**src/rtl/vga_sprite_mover_if.sv**
```systemverilog
// Signal bundle between the sprite mover and the tick source / pixel generator.
// The master side is the sprite mover itself, which drives the position outputs.
interface vga_sprite_mover_if;
    logic       tick_in;
    logic       run;
    logic [9:0] x_pos;
    logic [8:0] y_pos;
    logic       dir_x;
    logic       dir_y;
    logic       move_strobe;
    logic       bounce;
    logic       corner;

    modport master (
        input  tick_in, run,
        output x_pos, y_pos, dir_x, dir_y, move_strobe, bounce, corner
    );

    modport slave (
        output tick_in, run,
        input  x_pos, y_pos, dir_x, dir_y, move_strobe, bounce, corner
    );
endinterface

```
**src/rtl/vga_sprite_mover.sv**
```systemverilog
// Bouncing-sprite position generator: one motion step per rising edge of the
// divided tick, which is synchronised and edge-detected as ordinary data.
module vga_sprite_mover #(
    parameter int H_ACTIVE = 640,
    parameter int V_ACTIVE = 480,
    parameter int BOX_W    = 16,
    parameter int BOX_H    = 16,
    parameter int STEP     = 1,
    parameter int X_INIT   = 0,
    parameter int Y_INIT   = 0
) (
    input logic                clk_in,
    input logic                rst,
    vga_sprite_mover_if.master bus
);

    localparam logic [10:0] XMAX   = 11'(H_ACTIVE - BOX_W);
    localparam logic [10:0] YMAX   = 11'(V_ACTIVE - BOX_H);
    localparam logic [10:0] STEP_W = 11'(STEP);

    typedef enum logic [1:0] {DR, DL, UR, UL} state_t;

    state_t      state_q, state_d;
    logic        s1_q, s2_q, d_q;
    logic [9:0]  x_q, x_d;
    logic [8:0]  y_q, y_d;
    logic        strobe_q, strobe_d;
    logic        bounce_q, bounce_d;
    logic        corner_q, corner_d;

    logic        step_evt, right, down;
    logic        flip_x, flip_y, right_nxt, down_nxt;
    logic [10:0] x_ext, y_ext, x_inc, x_dec, y_inc, y_dec;
    logic [9:0]  x_nxt;
    logic [8:0]  y_nxt;
    state_t      state_nxt;

    assign right    = (state_q == DR) || (state_q == UR);
    assign down     = (state_q == DR) || (state_q == DL);
    assign step_evt = s2_q & ~d_q & bus.run;

    // Eleven-bit arithmetic keeps the edge comparisons free of wrap-around.
    assign x_ext = {1'b0, x_q};
    assign y_ext = {2'b00, y_q};
    assign x_inc = x_ext + STEP_W;
    assign x_dec = x_ext - STEP_W;
    assign y_inc = y_ext + STEP_W;
    assign y_dec = y_ext - STEP_W;

    always_comb begin
        flip_x = 1'b0;
        flip_y = 1'b0;
        x_nxt  = 10'(x_dec);
        y_nxt  = 9'(y_dec);

        if (right) begin
            if (x_inc >= XMAX) begin
                x_nxt  = 10'(XMAX);
                flip_x = 1'b1;
            end else begin
                x_nxt = 10'(x_inc);
            end
        end else if (x_ext <= STEP_W) begin
            x_nxt  = '0;
            flip_x = 1'b1;
        end

        if (down) begin
            if (y_inc >= YMAX) begin
                y_nxt  = 9'(YMAX);
                flip_y = 1'b1;
            end else begin
                y_nxt = 9'(y_inc);
            end
        end else if (y_ext <= STEP_W) begin
            y_nxt  = '0;
            flip_y = 1'b1;
        end

        right_nxt = right ^ flip_x;
        down_nxt  = down ^ flip_y;
        case ({down_nxt, right_nxt})
            2'b11:   state_nxt = DR;
            2'b10:   state_nxt = DL;
            2'b01:   state_nxt = UR;
            default: state_nxt = UL;
        endcase

        x_d      = step_evt ? x_nxt : x_q;
        y_d      = step_evt ? y_nxt : y_q;
        state_d  = step_evt ? state_nxt : state_q;
        strobe_d = step_evt;
        bounce_d = step_evt & (flip_x | flip_y);
        corner_d = step_evt & flip_x & flip_y;
    end

    // Sync flops reset high so a tick already high at reset is not seen as an edge.
    always_ff @(posedge clk_in) begin
        if (rst) begin
            s1_q     <= 1'b1;
            s2_q     <= 1'b1;
            d_q      <= 1'b1;
            x_q      <= 10'(X_INIT);
            y_q      <= 9'(Y_INIT);
            state_q  <= DR;
            strobe_q <= 1'b0;
            bounce_q <= 1'b0;
            corner_q <= 1'b0;
        end else begin
            s1_q     <= bus.tick_in;
            s2_q     <= s1_q;
            d_q      <= s2_q;
            x_q      <= x_d;
            y_q      <= y_d;
            state_q  <= state_d;
            strobe_q <= strobe_d;
            bounce_q <= bounce_d;
            corner_q <= corner_d;
        end
    end

    assign bus.x_pos       = x_q;
    assign bus.y_pos       = y_q;
    assign bus.dir_x       = right;
    assign bus.dir_y       = down;
    assign bus.move_strobe = strobe_q;
    assign bus.bounce      = bounce_q;
    assign bus.corner      = corner_q;

endmodule

```
**src/flat_wrapper.sv**
```systemverilog
// flat-port wrapper written by rule: the top's interface ports become plain ports
module vga_sprite_mover_flat 
#(
    parameter int H_ACTIVE = 640,
    parameter int V_ACTIVE = 480,
    parameter int BOX_W    = 16,
    parameter int BOX_H    = 16,
    parameter int STEP     = 1,
    parameter int X_INIT   = 0,
    parameter int Y_INIT   = 0
)
  (clk_in, rst, bus_tick_in, bus_run, bus_x_pos, bus_y_pos, bus_dir_x, bus_dir_y, bus_move_strobe, bus_bounce, bus_corner);
  vga_sprite_mover_if bus_i ();
  input logic clk_in;
  input logic rst;
  input wire logic [$bits(bus_i.tick_in)-1:0] bus_tick_in;
  input wire logic [$bits(bus_i.run)-1:0] bus_run;
  output wire logic [$bits(bus_i.x_pos)-1:0] bus_x_pos;
  output wire logic [$bits(bus_i.y_pos)-1:0] bus_y_pos;
  output wire logic [$bits(bus_i.dir_x)-1:0] bus_dir_x;
  output wire logic [$bits(bus_i.dir_y)-1:0] bus_dir_y;
  output wire logic [$bits(bus_i.move_strobe)-1:0] bus_move_strobe;
  output wire logic [$bits(bus_i.bounce)-1:0] bus_bounce;
  output wire logic [$bits(bus_i.corner)-1:0] bus_corner;
  assign bus_i.tick_in = bus_tick_in;
  assign bus_i.run = bus_run;
  assign bus_x_pos = bus_i.x_pos;
  assign bus_y_pos = bus_i.y_pos;
  assign bus_dir_x = bus_i.dir_x;
  assign bus_dir_y = bus_i.dir_y;
  assign bus_move_strobe = bus_i.move_strobe;
  assign bus_bounce = bus_i.bounce;
  assign bus_corner = bus_i.corner;
  vga_sprite_mover #(.H_ACTIVE(H_ACTIVE), .V_ACTIVE(V_ACTIVE), .BOX_W(BOX_W), .BOX_H(BOX_H), .STEP(STEP), .X_INIT(X_INIT), .Y_INIT(Y_INIT)) u_core (.clk_in(clk_in), .rst(rst), .bus(bus_i));
endmodule
```
**config.mk**
```make
export PLATFORM = sky130hd
export DESIGN_NAME = vga_sprite_mover_flat
export DESIGN_NICKNAME = d
export VERILOG_FILES = /design/src/rtl/vga_sprite_mover_if.sv /design/src/rtl/vga_sprite_mover.sv /design/src/flat_wrapper.sv
export SDC_FILE = /design/constraint.sdc
export NUM_CORES = 1
export LEC_CHECK = 0
export ABC_AREA = 1
export BUFFER_PORTS_ARGS = -buffer_cell sky130_fd_sc_hd__clkbuf_2
export CORE_MARGIN = 3
export CORE_UTILIZATION = 50
export CTS_CLUSTER_DIAMETER = 50
export DETAILED_ROUTE_END_ITERATION = 8
export HOLD_SLACK_MARGIN = 0.06
export PLACE_DENSITY = 0.79
export SLEW_MARGIN = 40
export SYNTH_ARGS = -nofsm -noshare
export SYNTH_HDL_FRONTEND = slang
export SYNTH_SLANG_ARGS = --single-unit
```
**constraint.sdc**
```tcl
create_clock -name clk_in -period 2.4 [get_ports clk_in]
set_clock_uncertainty 0.1 [all_clocks]
set_input_delay 0.24 -clock clk_in [delete_from_list [all_inputs] [get_ports clk_in]]
set_output_delay 0.24 -clock clk_in [all_outputs]
set_load 0.02 [all_outputs]
```
== Word-level counts from Yosys, hierarchy flattened ==
Cells that the tools add are included.
Word-level totals
  output and inout port bits: 24
  flip-flop bits (word level): 27
Cells by class
  reduce and logical (&&, ||, !) cells: 3
  add/sub/neg operators: 4
  multiplexer cells: 13
  eq/ne operators: 5
  magnitude comparators: 4
  bitwise gates (word level): 9
Operators by type and width (count)
  $mux W10: 3
  $mux W9: 3
  $add A10 B1 Y11 const B: 1
  $ge A11 B10 Y1 const B: 1
  $ge A11 B9 Y1 const B: 1
  $add A9 B1 Y10 const B: 1
  $le A10 B1 Y1 const B: 1
  $sub A10 B1 Y10 const B: 1
  $le A9 B1 Y1 const B: 1
  $sub A9 B1 Y9 const B: 1
  $eq A2 B2 Y1 const B: 3
  $mux W1: 6
  $pmux W2 S3: 1
  $and A1 B1 Y1: 5
  $eq A2 B1 Y1 const B: 2
  $logic_not A2 Y1: 1
  $logic_or A1 B1 Y1: 2
  $xor A1 B1 Y1: 2
  $not A1 Y1: 1
  $or A1 B1 Y1: 1

== Depth between registers and ports, before layout ==
Gate-level depths: netlist of the first run.
  depth in word-level cells: 7
  mapped depth: 14
  depth with buffers taken out: 14

== Worst setup path before layout of the first run ==
OpenSTA, ideal clock, no wires.
  path type: register -> register
  start point: reg u_core.y_q[0] (netlist: u_core.bus.y_pos[0])
  end point: reg u_core.y_q[0] (netlist: u_core.bus.y_pos[0])
  data required time: 2.165 ns
  arrival: 1.740 ns
  period minus slack after synthesis: 1.975 ns
  library setup time: 0.135 ns
  stages on the path, launching flop included: 11
  setup slack: 0.425 ns
  buffers on the path: 0
  path through: dfxtp_1 ha_1 nand3_1 nor2_2 nand3_1 xor2_1 nand3_2 nand2_2 nand2_2 nand2_1 a21oi_1
On the way
  longest elaborated chain between the ends: 4
  elaborated cells on any way between the ends: 7
  classes of those cells: 2 x add/sub; 2 x order compare; 3 x mux
Ends and longest elaborated chain
  start, declared: RTL line vga_sprite_mover.sv:26  | logic [8:0] y_q, y_d;
  start signal, assigned: RTL line vga_sprite_mover.sv:104  | y_q <= 9'(Y_INIT);
  start signal, assigned: RTL line vga_sprite_mover.sv:114  | y_q <= y_d;
  $add A9 B1 Y10: RTL line vga_sprite_mover.sv:47  | assign y_inc = y_ext + STEP_W;
  $ge A11 B9 Y1: RTL line vga_sprite_mover.sv:69  | if (y_inc >= YMAX) begin
  $mux W9: RTL line vga_sprite_mover.sv:69
  $mux W9 *: RTL line vga_sprite_mover.sv:68  | if (down) begin
Mark *: on every way between the ends. The rest lies on a longest branch, timed or not.
A chain may end at the register's enable or synchronous reset.

== Final worst setup path of the first run ==
  start point: reg u_core.x_q[0] (netlist: u_core.bus.x_pos[0])
  end point: reg u_core.x_q[1] (netlist: u_core.bus.x_pos[1])
On the way
  longest elaborated chain between the ends: 4
  elaborated cells on any way between the ends: 7
  classes of those cells: 2 x add/sub; 2 x order compare; 3 x mux
Ends and longest elaborated chain
  start, declared: RTL line vga_sprite_mover.sv:25  | logic [9:0] x_q, x_d;
  start signal, assigned: RTL line vga_sprite_mover.sv:103  | x_q <= 10'(X_INIT);
  $add A10 B1 Y11: RTL line vga_sprite_mover.sv:45  | assign x_inc = x_ext + STEP_W;
  $ge A11 B10 Y1: RTL line vga_sprite_mover.sv:57  | if (x_inc >= XMAX) begin
  $mux W10: RTL line vga_sprite_mover.sv:57
  $mux W10 *: RTL line vga_sprite_mover.sv:56  | if (right) begin
Marked as above.

==> results of run 1 <==
[cells by family (layout without fill, tap and decap cells)]
logic type / Yosys count / after routing / synth area share [%]
buffers and inverters: 41 / 67 / 8.15
adder cells (fa/ha/maj): 6 / 6 / 3.85
XOR/XNOR: 12 / 12 / 5.39
AO/OA/AOI/OAI: 55 / 55 / 16.2
flip-flops: 27 / 27 / 27.7
AND/OR/NAND/NOR: 158 / 158 / 38.6
[how the worst max path moves through the flow]
stage	slack [ns]	to	cells after the start
after floorplan	0.43	u_core.bus.y_pos[0]$_SDFFE_PP0P_	10
after global placement	0.29	u_core.bus.y_pos[0]$_SDFFE_PP0P_	10
after detailed placement	0.28	u_core.bus.y_pos[0]$_SDFFE_PP0P_	10
after CTS	0.24	u_core.bus.x_pos[1]$_SDFFE_PP0P_	10
after global routing	0.04	u_core.bus.x_pos[1]$_SDFFE_PP0P_	10
final	0.18	u_core.bus.x_pos[1]$_SDFFE_PP0P_	10
[where the power goes]
part / leakage, µW / internal, µW / switching (µW)
clock: 0.0000217 / 119 / 167
combinational: 0.000739 / 28.7 / 55.6
sequential: 0.000218 / 454 / 8.40
total: 0.000979 / 601 / 231
[metal layers]
metal | vias up | part of all wire, %
li1 | 1030 | -
met1 | 939 | 50
met2 | 83 | 41
met3 | 5 | 7.8
met4 | 0 | 1.0
met5 | - | 0
[final cells by class]
cell class              instances  area, µm²
fillers                       363       1540
clock buffers                   3       41.3
well taps                      48       60.1
inverters                      34        128
repair buffers                 29        153
clock inverters                 1       7.51
multi-input cells             231       1250
flip-flops and latches         27        541
[flip-flops by register name, summed over array words and instances, names as in the netlist]
register,count
u_core.bus.bounce,1
u_core.bus.corner,1
u_core.bus.move_strobe,1
u_core.bus.x_pos,10
u_core.bus.y_pos,9
u_core.d_q,1
u_core.s1_q,1
u_core.s2_q,1
u_core.state_q,2
[metrics by stage]
stage	utilization, %	cells	hold slack (ns)	setup WS (ns)
after floorplan	-	299	0.234	0.425
after global placement	57.1	368	0.294	0.287
after detailed placement	57.1	368	0.298	0.278
after CTS	58.7	373	0.212	0.241
after global routing	58.7	373	0.227	0.0397
final	58.7	373	0.200	0.181
[cell usage in the layout, fill, tap and decap left out, types with 2 or more instances in the layout]
cell type and count:
clkbuf_2 27, nand2_4 3, nor3_1 3, a21oi_2 3, nor2_1 32, or2_2 4, inv_2 4, o21a_1 2
clkbuf_8 3, o21ai_0 19, ha_1 6, nor2_2 5, nand4_1 6, nor3_2 2, a31oi_1 6, xor2_1 12
dfxtp_1 27, nand2_2 5, a21oi_1 17, nand2_1 67, nand3_1 25, inv_1 29, o211ai_1 5
[what timing repair did]
| action | 4_1_cts | 5_1_grt |
|---|---|---|
| setup endpoints to repair | 0 | 0 |
| hold buffers | 1 | 0 |
| gates resized for setup | 0 | 0 |
| hold endpoints to repair | 1 | 0 |
==> reports/qor.txt, run 1 <==
status - finished, final reports clean
Initial DRC Count - 195
Slew Limit Headroom - 62.7%
most common cell in the netlist - nand2_1
crit path kind - reg2reg
GRT met2 Usage - 32.4%
core box area - 3720 µm²
postcts setup bufs - 0
post-synthesis register bit count - 27
Via-to-Cell Ratio - 5.51
DP Area - 2120 µm²
Die ar. - 4680 µm²
initial antenna violation count - 0
Commonest cells post-synth - nand2_1, nor2_1, inv_1
worst r2r src - u_core.bus.x_pos[0]$_SDFFE_PP0P_
GRT Max-Usage Layer - met1
post-synth top area share - 27.7%
Starting Density - 52.5%
chip height - 68.4 µm
hold crit path type - in2reg
IR drop worst, VDD - 0.312 mV
fraction of registers with async set/reset - 0%
clk sink count - 27
# diodes - 0
DRC - 0
TNS Setup - 0 ns
root buf cell - clkbuf_8
design area - 2180 µm²
critical path startpoint category - register
Post-synth EDFFs - 0
hold_sp - rst
Critical R2R Capture - u_core.bus.x_pos[1]$_SDFFE_PP0P_
input/output buffers - 27
Ports - 28
Final Critical Period - 2.22 ns
Cell Area, Synth - 1950 µm²
CP max stage delay - 0.49 ns
FMAX - 451 MHz
post-synthesis cell type count - 35
Hold EP - u_core.bus.x_pos[1]$_SDFFE_PP0P_
layout cells sized above 1 - 19.1%
max_cap viols - 0
Clock Tree Buf Depth - 2
CP cell instances - inv_1 > ha_1 > or2_2 > nand3_1 > nand2_2 > inv_1 > nor2_1 > nor2_1 > nand2_1 > a21oi_2
met1 Use GR - 36.2%
vias - 2057
Reg clk slew, reported paths - 0.11 ns
total gr overflow - 0
CTS tree - built
Warnings, synthesis - 0
Fin. Hold Viols - 0
first-pass GRT wire length - 8240 µm
Total Power Consumption - 832 µW
CP delay by family, top - simple AND/OR/NAND/NOR gates
ANT nets after route - 0
top cell type by total area after synthesis - dfxtp_1
reg-to-reg slack, setup - 0.18 ns
final max-slew violation count - 0
CP endpoint kind - register
nets - 336
Worst-Margin Slew - 0.556 ns
wirelength, routed - 5110 µm
Pwr Density - 382 nW/µm²
Post-synth top flop - dfxtp_1
Mapped Nets - 309
Clk Latency, worst-skew pair - 0.29 ns
register area share after synthesis - 27.7%
Slowest-stage cell, CP - dfxtp_1
area added between synthesis and finish - 11.8%
Num CTS Buffers - 3
unrepaired setup endpoints after global routing - false
reg2reg path depth - 10
Leak - 0.000979 µW
met3 GRT Util - 4.27%
Worst EP required - 2.53 ns
RePlAce Congestion - 1.03
largest net degree at the start of global routing - 22
Initial DRT Pass Iterations - 4
Worst Path Arrival - 2.35 ns
Critical Path Start - u_core.bus.x_pos[0]$_SDFFE_PP0P_
WP buf/inv - 2
number of global-route vias before repair - 1737
row count - 22
largest cells by area after synthesis - dfxtp_1, nand2_1, nand3_1
Finish-stage setup viols - 0
die width - 68.4 µm
Final HPWL DP - 3700 µm
crit-path max FO - 8
GRT Total Usage - 23.4%
Tcrit/Tclk final - 92.5%
wire per inst - 13.7 µm
hold depth - 2
H-Tree Depth - 1
Gate Count Post-Synth - 299
Avg Inst Size Synth - 6.52 µm²
No activity file was read; power rests on OpenSTA's default activity.
==> run 2, diff against run 1 <==
Settings changed: RECOVER_POWER set to 100.
==> run 2 against run 1 <==
Routed wire length decreased by 0.41%. Sequential power about the same. First-iteration DRC count decreased by 2.1%. Critical path type unchanged. Largest cell class unchanged. Worst setup slack got worse by 0.020 ns. Critical path depth unchanged. Flip-flop and latch count unchanged. Clock power decreased by 1%. Highest routed layer unchanged. Utilization decreased by 1.6 points. Die area unchanged. Largest power group unchanged.
==> reports/qor.txt, run 2 (synthesis gave the netlist of run 1 again) <==
Worst Path Arrival - 2.33 ns (-0.02 ns)
Pwr Density - 389 nW/µm² (+2.0%)
TNS Setup - 0 ns (unchanged)
max_cap viols - 0 (unchanged)
clk sink count - 27 (unchanged)
initial antenna violation count - 0 (unchanged)
H-Tree Depth - 1 (unchanged)
FMAX - 447 MHz (-0.88%)
Clock Tree Buf Depth - 2 (unchanged)
CP dominant cell by count - nor2_1
critical path startpoint category - register
ANT nets after route - 0 (unchanged)
Clk Latency, worst-skew pair - 0.28 ns (about the same)
Hold Buf Count CTS - 1 (unchanged)
Starting Density - 52.5% (unchanged)
CP cell instances - ha_1 > nand2_1 > nor2_1 > nand3_1 > nor2_1 > nand3b_1 > nand2_1 > nand2_4 > nor2_1 > o21a_1
CP endpoint kind - register
reg-to-reg slack, setup - 0.16 ns (-0.02 ns)
Reg clk slew, reported paths - 0.10 ns (about the same)
Ports - 28 (unchanged)
vias - 2067 (+0.49%)
Initial DRT Pass Iterations - 5 (+1)
# diodes - 0 (unchanged)
Worst EP required - 2.49 ns (-0.04 ns)
CP delay by family, top - simple AND/OR/NAND/NOR gates
Fin. Hold Viols - 0 (unchanged)
GRT Total Usage - 23.4% (unchanged)
Slowest-stage cell, CP - dfxtp_1
wire per inst - 13.6 µm (-0.41%)
Die ar. - 4680 µm² (unchanged)
most frequent cells in the layout - nand2_1, nor2_1, inv_1, dfxtp_1, nand3_1
chip height - 68.4 µm (unchanged)
WP buf/inv - 0 (-2)
unrepaired setup endpoints after global routing - false
layout cells sized above 1 - 9.54% (-9.5 points)
Worst-Margin Slew - 0.572 ns (+0.0153 ns)
Slew Limit Headroom - 61.6% (-1.0 points)
core box area - 3720 µm² (unchanged)
Finish-stage setup viols - 0 (unchanged)
final max-slew violation count - 0 (unchanged)
postcts setup bufs - 0 (unchanged)
post-CTS sizing - 0 (unchanged)
number of global-route vias before repair - 1737 (unchanged)
Leak - 0.000877 µW (-10%)
max FFs per register - 10 (unchanged)
IR drop worst, VDD - 0.311 mV (-0.31%)
hold crit path type - in2reg
crit path kind - reg2reg
Via-to-Cell Ratio - 5.54 (+0.49%)
nets - 336 (unchanged)
Total Power Consumption - 826 µW (-0.78%)
largest net degree at the start of global routing - 22 (unchanged)
Final Critical Period - 2.24 ns (+0.0196 ns)
DRC - 0 (unchanged)
area added between synthesis and finish - 8.79%
crit-path max FO - 8 (unchanged)
Final HPWL DP - 3700 µm (unchanged)
CTS tree - built
commonest non-fill, non-tap cell in the layout - nand2_1
row count - 22 (unchanged)
root buf cell - clkbuf_8
first-pass GRT wire length - 8240 µm (unchanged)
status - finished, final reports clean
input/output buffers - 27 (unchanged)
fillcell total - 385 (+6.1%)
wirelength, routed - 5090 µm (-0.41%)
Tcrit/Tclk final - 93.3% (+0.82 points)
RePlAce Congestion - 1.03 (unchanged)
Num CTS Buffers - 3 (unchanged)
total gr overflow - 0 (unchanged)
Initial DRC Count - 191 (-2.1%)
CP max stage delay - 0.49 ns (about the same)
die width - 68.4 µm (unchanged)
-- run 2: cell count changes in the layout (fill, tap and decap cells not counted) --
cell / delta
a21oi_1: +1
a21oi_2: -1
clkbuf_1: +23
clkbuf_2: -23
inv_1: +1
inv_2: -1
nand2_1: +2
nand2_2: -1
nand2_4: -1
nand3b_1: +1
nand3b_2: -1
nor2_1: +3
nor2_2: -2
nor2_4: -1
-- run 2: routing by layer --
layer	share of wire (%)	vias up	GRT usage (%)
li1	-	1032	-
met4	0.98	0	6.20
met5	0	-	0
met3	8.2	5	4.27
met2	41	87	32.4
met1	50	943	36.2
-- run 2: cell type report --
class	count	area [µm²]	area share, %
clock buffer	3	41.3	1.95
clock inverter	1	7.51	0.354
inverter	34	128	6.02
multi-input combinational	231	1220	57.5
sequential	27	541	25.5
tap	48	60.1	2.83
timing repair buffer	29	124	5.84
-- run 2: power breakdown --
part / internal [µW] / switching (µW)
logic: 27.4 / 54.0
registers: 454 / 8.36
clock network: 118 / 164
-- run 2: final timing paths --
| check | from | end | depth (start not counted) |
|---|---|---|---|
| setup / recovery | u_core.bus.x_pos[0]$_SDFFE_PP0P_ | u_core.bus.x_pos[8]$_SDFFE_PP0P_ | 10 |
| hold / removal | rst | u_core.bus.x_pos[0]$_SDFFE_PP0P_ | 2 |
| setup reg to reg | u_core.bus.x_pos[0]$_SDFFE_PP0P_ | u_core.bus.x_pos[8]$_SDFFE_PP0P_ | 10 |
| hold reg to reg | u_core.s1_q$_SDFF_PP1_ | u_core.s2_q$_SDFF_PP1_ | 1 |
-- run 2: through the flow --
step / setup WS [ns] / hold slack (ns) / util, % / instances / instance area [µm²]
3_5_place_dp: 0.278 / 0.298 / 57.1 / 368 / 2120
2_1_floorplan: 0.425 / 0.234 / - / 299 / 1950
6_report: 0.161 / 0.189 / 57.1 / 373 / 2120
5_1_grt: 0.0363 / 0.214 / 57.1 / 373 / 2120
3_3_place_gp: 0.287 / 0.294 / 57.1 / 368 / 2120
4_1_cts: 0.241 / 0.212 / 58.7 / 373 / 2180
==> run 3, diff against run 2 <==
Settings changed: CELL_PAD_IN_SITES_DETAIL_PLACEMENT set to 0, CELL_PAD_IN_SITES_GLOBAL_PLACEMENT set to 1, CORE_UTILIZATION 50 to 40, PLACE_DENSITY 0.79 to 0.87.
==> run 3 against run 2 <==
Worst setup slack better by 0.054 ns. Count of clock-buffer cells in the layout unchanged. Flip-flop and latch count stayed put. Largest cell class unchanged.
==> reports/qor.txt, run 3 (synthesis gave the netlist of run 1 again) <==
status - finished, final reports clean
max_cap viols - 0 (unchanged)
Worst EP required - 2.50 ns (about the same)
row count - 24 (+9.1%)
nets - 336 (unchanged)
hold_ws - 0.230 ns (+0.0405 ns)
Final Critical Period - 2.18 ns (-0.0536 ns)
hold depth - 2 (unchanged)
Sw Ratio - 25.4% (-2.0 points)
GRT Total Usage - 17.9% (-5.5 points)
fillcell total - 490 (+27%)
Reg clk slew, reported paths - 0.09 ns (about the same)
DRC - 0 (unchanged)
Via-to-Cell Ratio - 4.98 (-10%)
wire per inst - 12.8 µm (-6.1%)
TNS Setup - 0 ns (unchanged)
RePlAce Congestion - 0.895 (-13%)
Clock Tree Buf Depth - 2 (unchanged)
wirelength, routed - 4990 µm (-1.8%)
area added between synthesis and finish - 10.1%
Num CTS Buffers - 3 (unchanged)
FMAX - 458 MHz (+2.5%)
CP cell instances - ha_1 > nand3_1 > nor2_1 > nand3_1 > xor2_1 > nand3_2 > nand2_2 > nand2_2 > nor3_2
CP max stage delay - 0.50 ns (about the same)
Slowest-stage cell, CP - dfxtp_1
hold crit path type - in2reg
Multi-input gate area - 1220 µm² (+0.31%)
CTS tree - built
most frequent cells in the layout - nand2_1, nor2_1, inv_1, dfxtp_1, nand3_1
crit path kind - reg2reg
number of global-route vias before repair - 1615 (-7.0%)
Logic pwr share - 10.0% (about the same)
switching pwr - 204 µW (-9.7%)
critical path startpoint category - register
layout cells sized above 1 - 9.85% (+0.31 points)
chip height - 75.8 µm (+11%)
reg2reg path depth - 9 (-1)
Tcrit/Tclk final - 91.0% (-2.2 points)
Initial DRT Pass Iterations - 5 (unchanged)
Total Power Consumption - 803 µW (-2.7%)
Die ar. - 5750 µm² (+23%)
ANT nets after route - 0 (unchanged)
Clk Latency, worst-skew pair - 0.27 ns (about the same)
Internal - 599 µW (-0.13%)
total gr overflow - 0 (unchanged)
Initial DRC Count - 132 (-31%)
# diodes - 0 (unchanged)
Worst Path Arrival - 2.29 ns (-0.04 ns)
Core Util, Final - 47.3% (-9.7 points)
Worst-Margin Slew - 0.543 ns (-0.0288 ns)
CP endpoint kind - register
Final HPWL DP - 3790 µm (+2.5%)
initial antenna violation count - 0 (unchanged)
clk sink count - 27 (unchanged)
postcts setup bufs - 0 (unchanged)
vias - 1943 (-6.0%)
dpl cells - 385 (+4.6%)
max FFs per register - 10 (unchanged)
crit-path max FO - 7 (-1)
Ports - 28 (unchanged)
Clock power frac - 32.4% (-1.7 points)
unrepaired setup endpoints after global routing - false
fin cells - 390 (+4.6%)
input/output buffers - 27 (unchanged)
IR drop worst, VDD - 0.330 mV (+6.4%)
H-Tree Depth - 1 (unchanged)
first-pass GRT wire length - 8010 µm (-2.8%)
Leak - 0.000885 µW (+0.92%)
die width - 75.8 µm (+11%)
commonest non-fill, non-tap cell in the layout - nand2_1
core box area - 4530 µm² (+22%)
Finish-stage setup viols - 0 (unchanged)
Pwr Density - 374 nW/µm² (-3.9%)
power share of the sequential group - 57.6% (+1.6 points)
Fin. Hold Viols - 0 (unchanged)
Register Area - 541 µm² (unchanged)
largest net degree at the start of global routing - 22 (unchanged)
Slew Limit Headroom - 63.6% (+1.9 points)
final max-slew violation count - 0 (unchanged)
Starting Density - 43.0% (-9.5 points)
root buf cell - clkbuf_8
[run 3: cell counts in the layout (fill, tap and decap cells not counted)]
Identical to the previous run, type by type.
[run 3: what timing repair did]
action                                 CTS  global route
resized for setup                        0             0
endpoints found under the hold margin    1             0
hold buffers                             1             0
[run 3: routing by layer]
layer,part of all wire [%],GRT usage (%),vias up
met5,0,0,-
met3,4.2,2.90,2
met4,0.62,3.30,0
met1,53,27.7,860
li1,-,-,1037
met2,42,26.0,44
[run 3: cell type report]
class / count / area share, %
clock buffers: 3 / 1.92
clock inverters: 1 / 0.350
inverters: 34 / 5.95
multi-input cells: 231 / 57.0
flip-flops and latches: 27 / 25.2
well taps: 65 / 3.79
repair buffers: 29 / 5.77
[run 3: final timing paths]
path                                         start                                to  slack [ns]
hold / removal                                 rst  u_core.bus.x_pos[0]$_SDFFE_PP0P_        0.23
hold reg to reg             u_core.s2_q$_SDFF_PP1_             u_core.d_q$_SDFF_PP1_        0.35
setup / recovery  u_core.bus.y_pos[0]$_SDFFE_PP0P_      u_core.bus.corner$_SDFF_PP0_        0.22
setup reg to reg  u_core.bus.y_pos[0]$_SDFFE_PP0P_      u_core.bus.corner$_SDFF_PP0_        0.22
[run 3: metrics by stage]
stage                     setup slack (ns)  area, µm²
final                                0.215       2150
after global routing                0.0411       2150
after CTS                            0.277       2200
after detailed placement             0.295       2140
after global placement               0.284       2140
after floorplan                      0.425       1950
[run 3: power by group through the flow]
stage / clock network, µW / registers (µW) / logic [µW]
detailed placement: 0 / 473 / 80.7
global route: 290 / 464 / 91.5
floorplan: 0 / 475 / 56.9
finish: 260 / 462 / 80.5
global placement: 0 / 473 / 81.4
CTS: 274 / 462 / 82.2
[run 3: worst max-delay path, delay by kind of cell, from the launching register on]
kind                     cells  cell delay (ns)
XOR/XNOR                     1             0.23
adder cells (fa/ha/maj)      1             0.24
AND/OR/NAND/NOR              7             1.04
flip-flops                   1             0.50
